--- src/rtl/bus_decoder_fsm.sv ---
// N-channel base/mask address decoder with a single outstanding request, registered response and error counter.
// Optional slave timeout is built when BUS_DECODER_TIMEOUT_EN is defined.
module bus_decoder_fsm #(
  parameter int                     N_SLAVES = 4,
  parameter logic [N_SLAVES*32-1:0] SLV_BASE = {32'h80003000, 32'h80001000, 32'h80000800, 32'h00000000},
  parameter logic [N_SLAVES*32-1:0] SLV_MASK = {32'hFFFFFFF0, 32'hFFFFFFF0, 32'hFFFFFFFC, 32'hFFFFFF00},
  parameter int                     TIMEOUT  = 16,
  parameter int                     ERRCNT_W = 8
) (
  input  logic                     clk_i,
  input  logic                     rst_i,
  input  logic                     req_i,
  input  logic                     we_i,
  input  logic [31:0]              addr_i,
  output logic                     gnt_o,
  output logic                     rvalid_o,
  output logic [31:0]              rdata_o,
  output logic                     err_o,
  output logic                     busy_o,
  output logic [ERRCNT_W-1:0]      err_cnt_o,
  output logic [N_SLAVES-1:0]      slv_req_o,
  output logic                     slv_we_o,
  output logic [31:0]              slv_addr_o,
  input  logic [N_SLAVES-1:0]      slv_rvalid_i,
  input  logic [N_SLAVES*32-1:0]   slv_rdata_i
);

  localparam int SEL_W = (N_SLAVES > 1) ? $clog2(N_SLAVES) : 1;

  typedef enum logic [1:0] {
    ST_IDLE,
    ST_WAIT,
    ST_RESP
  } state_e;

  state_e              state_q, state_d;
  logic [SEL_W-1:0]    sel_q, sel_d;
  logic [31:0]         rdata_q, rdata_d;
  logic                err_q, err_d;
  logic [ERRCNT_W-1:0] err_cnt_q, err_cnt_d;

  logic [N_SLAVES-1:0] hit;
  logic [31:0]         slv_rdata_arr [N_SLAVES];
  logic                hit_any;
  logic [SEL_W-1:0]    hit_idx;
  logic                timeout_hit;

  for (genvar gi = 0; gi < N_SLAVES; gi++) begin : g_chan
    assign hit[gi]           = ((addr_i & SLV_MASK[gi*32 +: 32]) == SLV_BASE[gi*32 +: 32]);
    assign slv_rdata_arr[gi] = slv_rdata_i[gi*32 +: 32];
  end

  // Scan from the top so the lowest matching index is the one left standing.
  always_comb begin
    hit_any = 1'b0;
    hit_idx = '0;
    for (int k = N_SLAVES - 1; k >= 0; k--) begin
      if (hit[k]) begin
        hit_any = 1'b1;
        hit_idx = k[SEL_W-1:0];
      end
    end
  end

`ifdef BUS_DECODER_TIMEOUT_EN
  localparam int TMO_W = (TIMEOUT > 2) ? $clog2(TIMEOUT) : 1;

  logic [TMO_W-1:0] tmo_cnt_q, tmo_cnt_d;

  // WAIT lasts at most TIMEOUT-1 cycles, so the error response lands TIMEOUT cycles after the request.
  assign timeout_hit = (state_q == ST_WAIT) && (tmo_cnt_q == TMO_W'(TIMEOUT - 2));

  always_comb begin
    tmo_cnt_d = tmo_cnt_q;
    if (state_q == ST_IDLE) begin
      tmo_cnt_d = '0;
    end else if (state_q == ST_WAIT) begin
      tmo_cnt_d = tmo_cnt_q + 1'b1;
    end
  end

  always_ff @(posedge clk_i or posedge rst_i) begin
    if (rst_i) begin
      tmo_cnt_q <= '0;
    end else begin
      tmo_cnt_q <= tmo_cnt_d;
    end
  end
`else
  logic unused_timeout;

  // TIMEOUT only matters when the timeout counter is built.
  assign unused_timeout = (TIMEOUT < 2);
  assign timeout_hit    = 1'b0;
`endif

  always_comb begin
    state_d   = state_q;
    sel_d     = sel_q;
    rdata_d   = rdata_q;
    err_d     = err_q;
    gnt_o     = 1'b0;
    slv_req_o = '0;
    case (state_q)
      ST_IDLE: begin
        gnt_o = 1'b1;
        if (req_i) begin
          if (hit_any) begin
            slv_req_o[hit_idx] = 1'b1;
            sel_d              = hit_idx;
            state_d            = ST_WAIT;
          end else begin
            err_d   = 1'b1;
            rdata_d = '0;
            state_d = ST_RESP;
          end
        end
      end
      ST_WAIT: begin
        if (slv_rvalid_i[sel_q]) begin
          rdata_d = slv_rdata_arr[sel_q];
          err_d   = 1'b0;
          state_d = ST_RESP;
        end else if (timeout_hit) begin
          rdata_d = 32'hDEADBEEF;
          err_d   = 1'b1;
          state_d = ST_RESP;
        end
      end
      ST_RESP: begin
        state_d = ST_IDLE;
      end
      default: begin
        state_d = ST_IDLE;
      end
    endcase
  end

  assign rvalid_o   = (state_q == ST_RESP);
  assign err_o      = rvalid_o & err_q;
  assign rdata_o    = rdata_q;
  assign busy_o     = (state_q != ST_IDLE);
  assign err_cnt_o  = err_cnt_q;
  assign slv_we_o   = we_i & (|slv_req_o);
  assign slv_addr_o = addr_i;

  always_comb begin
    err_cnt_d = err_cnt_q;
    if (rvalid_o && err_o && (err_cnt_q != {ERRCNT_W{1'b1}})) begin
      err_cnt_d = err_cnt_q + 1'b1;
    end
  end

  always_ff @(posedge clk_i or posedge rst_i) begin
    if (rst_i) begin
      state_q   <= ST_IDLE;
      sel_q     <= '0;
      rdata_q   <= '0;
      err_q     <= 1'b0;
      err_cnt_q <= '0;
    end else begin
      state_q   <= state_d;
      sel_q     <= sel_d;
      rdata_q   <= rdata_d;
      err_q     <= err_d;
      err_cnt_q <= err_cnt_d;
    end
  end

endmodule

--- config.mk ---
export PLATFORM = sky130hd
export DESIGN_NAME = bus_decoder_fsm
export DESIGN_NICKNAME = d
export VERILOG_FILES = /design/src/rtl/bus_decoder_fsm.sv
export SDC_FILE = /design/constraint.sdc
export NUM_CORES = 1
export LEC_CHECK = 0
export ABC_CLOCK_PERIOD_IN_PS = 2400
export CAP_MARGIN = 20
export CORE_AREA = 8 8 107 109
export CTS_BUF_LIST = sky130_fd_sc_hd__clkbuf_8 sky130_fd_sc_hd__clkbuf_16
export CTS_CLUSTER_SIZE = 30
export DETAILED_ROUTE_END_ITERATION = 6
export DIE_AREA = 0 0 115 117
export GPL_ROUTABILITY_DRIVEN = 0
export PLACE_DENSITY = 0.84
export SETUP_SLACK_MARGIN = 0.3
export SYNTH_ARGS = -nofsm -noshare
export SYNTH_HDL_FRONTEND = slang
export SYNTH_SLANG_ARGS = --single-unit
--- constraint.sdc ---
create_clock -name clk_i -period 2.4 [get_ports clk_i]
set_input_delay 0.24 -clock clk_i [delete_from_list [all_inputs] [get_ports clk_i]]
set_output_delay 0.24 -clock clk_i [all_outputs]
set_load 0.05 [all_outputs]
==> metrics.md <==
| Metric | Value |
|---|---|
| Number of synthesized flops with an enable pin | 0 |
| Buf/Inv on CP | 2 |
| Lkg Pwr | 2.22 nW |
| Clk root buf | clkbuf_8 |
| Req. time, crit path | 2.16 ns |
| Pwr/cell area | 386 nW/um^2 |
| Htree depth | 2 |
| # port buffers | 244 |
| Worst hold path type | input pin to async pin |
| Synth warn | 0 |
| Die area | 13500 um^2 |
| DR WL/cell | 20.3 um |
| Die X | 115 um |
| Clock power share | 21.1% |
| Placed Instances | 645 |
| Distinct cells, synth | 42 |
| DR pass1 iterations | 4 |
| I/O Pins | 249 |
| Share of layout cells above drive strength 1 | 19.5% |
| Remaining antenna violation count after routing | 0 |
| Seq pwr share | 37.8% |
| Cts-stage hold buffer count | 0 |
| Fmax | 483 MHz |
| Tmin final | 2.07 ns |
| Max rail drop VDD | 0.356 mV |
| Avg Inst Size Synth | 11.1 um^2 |
| Crit start category | input pin |
| Clk_lat worst skew | 0.30 ns |
| Outcome | finished, final reports clean |
| Slew @ Worst Pin | 0.542 ns |
| Crit. End Element | output port |
| CP Max Fanout | 5 |
| Fin nets | 695 |
| Yosys top cell area share | 33.8% |
| Post-Syn Nets | 470 |
| Core area | 9910 um^2 |
| Skew final | 0.00907 ns |
| Non-filler cells in the finished layout | 663 |
| Gate power share | 41.0% |
| Cts bufs inserted | 5 |
| Cell taking the most area after synthesis | dfrtp_1 |
| Sw Pwr | 847 uW |
| Slowest CP cell | or4_4 |
| ANT cells | 0 |
| Post-Syn Instances | 301 |
| DRT iter0 DRCs | 142 |
| Synth async-reset ratio | 100% |
| CP delay by family, top | simple AND/OR/NAND/NOR gates |
| Endpoints failing setup | 0 |
| Synth top cells by count | dfrtp_1, mux4_2, nand2b_1 |
| Relative slew slack | 63.8% |
| Post-Syn Area | 3330 um^2 |
| GRT overflow | 0 |
| Sequential share of the synthesized area | 33.8% |
| WL final | 13400 um |
| Total GRT Usage | 19.3% |
| Rows | 37 |
| DIE HEIGHT | 117 um |
| Top FF cell, synth | dfrtp_1 |
| Max Cap Viol | 0 |
| Starting Density | 33.6% |
| Vias/cell | 5.16 |
| Pin count of the biggest net entering global routing | 34 |
| Pwr Total | 2.34 mW |
| Clock sink count | 45 |
| Layout fillers | 807 |
| Area taken by multi-input logic gates | 1920 um^2 |
| Count of pins over their slew limit | 0 |
| Area grow syn2layout | 82.3% |
| WS Path Type | input pin to output port |
| Via Count | 3420 |
| CP Data Arrival Time | 1.83 ns |
| CP cell instances | clkdlybuf4s50_1, or4_4, nor2_4, nand3_4, nor3_4, buf_12 |
| Register area | 1130 um^2 |
| CTS tree | yes |
| Vias in the first global route | 3875 |
| Most common cell in the netlist | dfrtp_1 |
| Hold Slack | 0.221 ns |
| Initial antenna violation count | 1 |
| Setup TNS Final | 0 ns |
| Internal | 1.49 mW |
| Seq cells post-synth | 45 |
| Sw frac | 36.2% |
| Synth top area cells | dfrtp_1, mux4_2, a22oi_1 |
| Final period utilization | 86.2% |
| Final Hold Vio Count | 0 |
| Hpwl dp | 11000 um |
| First-pass GRT wire length | 20200 um |
| DRC Markers | 0 |
| Clock slew at reported path FFs | 0.10 ns |
| Slowest cell delay on critical path | 0.44 ns |
| Longest Clk Path Bufs | 2 |
| RSZ-0062 raised after global routing | yes |
-- timing repair --
item | in CTS | in global routing
setup buffers | 3 | 7
pin swaps | 11 | 6
gates cloned | 0 | 0
resized for setup | 30 | 6
setup endpoints to repair | 5 | 14
-- final cells by class --
type                       instances  share of cell area (%)
timing repair buffer             273                    45.1
clock inverter                     3                   0.351
sequential                        45                    18.6
multi-input combinational        195                    31.6
inverter                           6                   0.371
tap                              136                    2.80
clock buffer                       5                    1.13
-- placed cells by master (no fill, tap or decap), types with 2 or more instances in the layout --
cell / Yosys / routed
mux4_2: 33 / 33
nor4_1: 3 / 2
clkdlybuf4s50_1: 0 / 222
nand2b_1: 33 / 33
dlygate4sd2_1: 0 / 13
or4_4: 0 / 3
clkbuf_8: 0 / 5
buf_12: 0 / 9
o21ai_1: 30 / 30
nor2_1: 11 / 7
nor2b_1: 2 / 2
buf_4: 32 / 28
xnor2_1: 3 / 3
nand4_1: 2 / 2
nand3_1: 3 / 2
inv_1: 6 / 5
o2bb2ai_1: 2 / 2
nand2_1: 6 / 6
nor2_2: 0 / 3
o211ai_1: 2 / 2
dfrtp_1: 45 / 44
xor2_1: 4 / 4
o21ai_0: 4 / 4
a22oi_1: 32 / 32
nor3_4: 0 / 2
and2_1: 2 / 2
-- per-layer routing --
metal | track usage (%) | part of all wire (%) | up-vias
li1 | - | - | 1554
met1 | 19.9 | 35 | 1658
met2 | 35.2 | 51 | 186
met3 | 8.36 | 12 | 20
met4 | 5.34 | 1.8 | 2
met5 | 0 | 0.097 | -
-- power groups by stage --
stage	combinational, mW	clock, mW	sequential [mW]
finish	0.960	0.495	0.886
global route	1.01	0.538	0.896
CTS	0.966	0.509	0.887
detailed placement	0.962	0	0.902
global placement	0.945	0	0.894
floorplan	0.325	0	1.07
-- kinds of logic after synthesis --
logic type / synth area share (%)
AOI/OAI and AO/OA: 15.2
and+or+nand+nor: 13.6
buffers and inverters: 12.5
DFF: 33.8
muxes: 22.7
xor gates and xnor gates: 1.84
adders and majority gates: 0.376
-- flip-flops by register name, indices dropped and copies added, names as in the netlist --
name,count
err_q,1
rdata_o,32
state_q,2
err_cnt_o,8
sel_q,2
-- through the flow --
stage / area (um^2) / util, % / worst slack (ns)
final: 6070 / 61.2 / 0.331
after global routing: 6070 / 61.2 / 0.262
after CTS: 5990 / 60.5 / 0.279
after detailed placement: 5810 / 58.7 / -0.0631
after global placement: 5810 / 58.7 / 0.0235
after floorplan: 3340 / - / 0.199
-- path summary, 6_finish.rpt --
check / slack [ns] / depth (start not counted) / end / from
max in group asynchronous: 1.62 / 3 / err_cnt_o[4]$_DFFE_PP0P_ / rst_i
min in group clk_i: 0.48 / 0 / slv_addr_o[0] / addr_i[0]
max: 0.33 / 6 / slv_req_o[3] / addr_i[15]
min: 0.22 / 2 / rdata_o[31]$_DFFE_PP0P_ / rst_i
min reg2reg: 0.52 / 1 / err_cnt_o[5]$_DFFE_PP0P_ / err_cnt_o[5]$_DFFE_PP0P_
max reg2reg: 0.45 / 5 / rdata_o[4]$_DFFE_PP0P_ / sel_q[0]$_DFFE_PP0P_
-- worst register-to-register path, stage by stage, from the launching register on --
cell and delay [ns]:
dfrtp_2 0.48, mux4_2 0.61, and2_1 0.21, buf_4 0.22, a22oi_1 0.19, o21ai_1 0.12
Power figures use the tool's default switching activity.
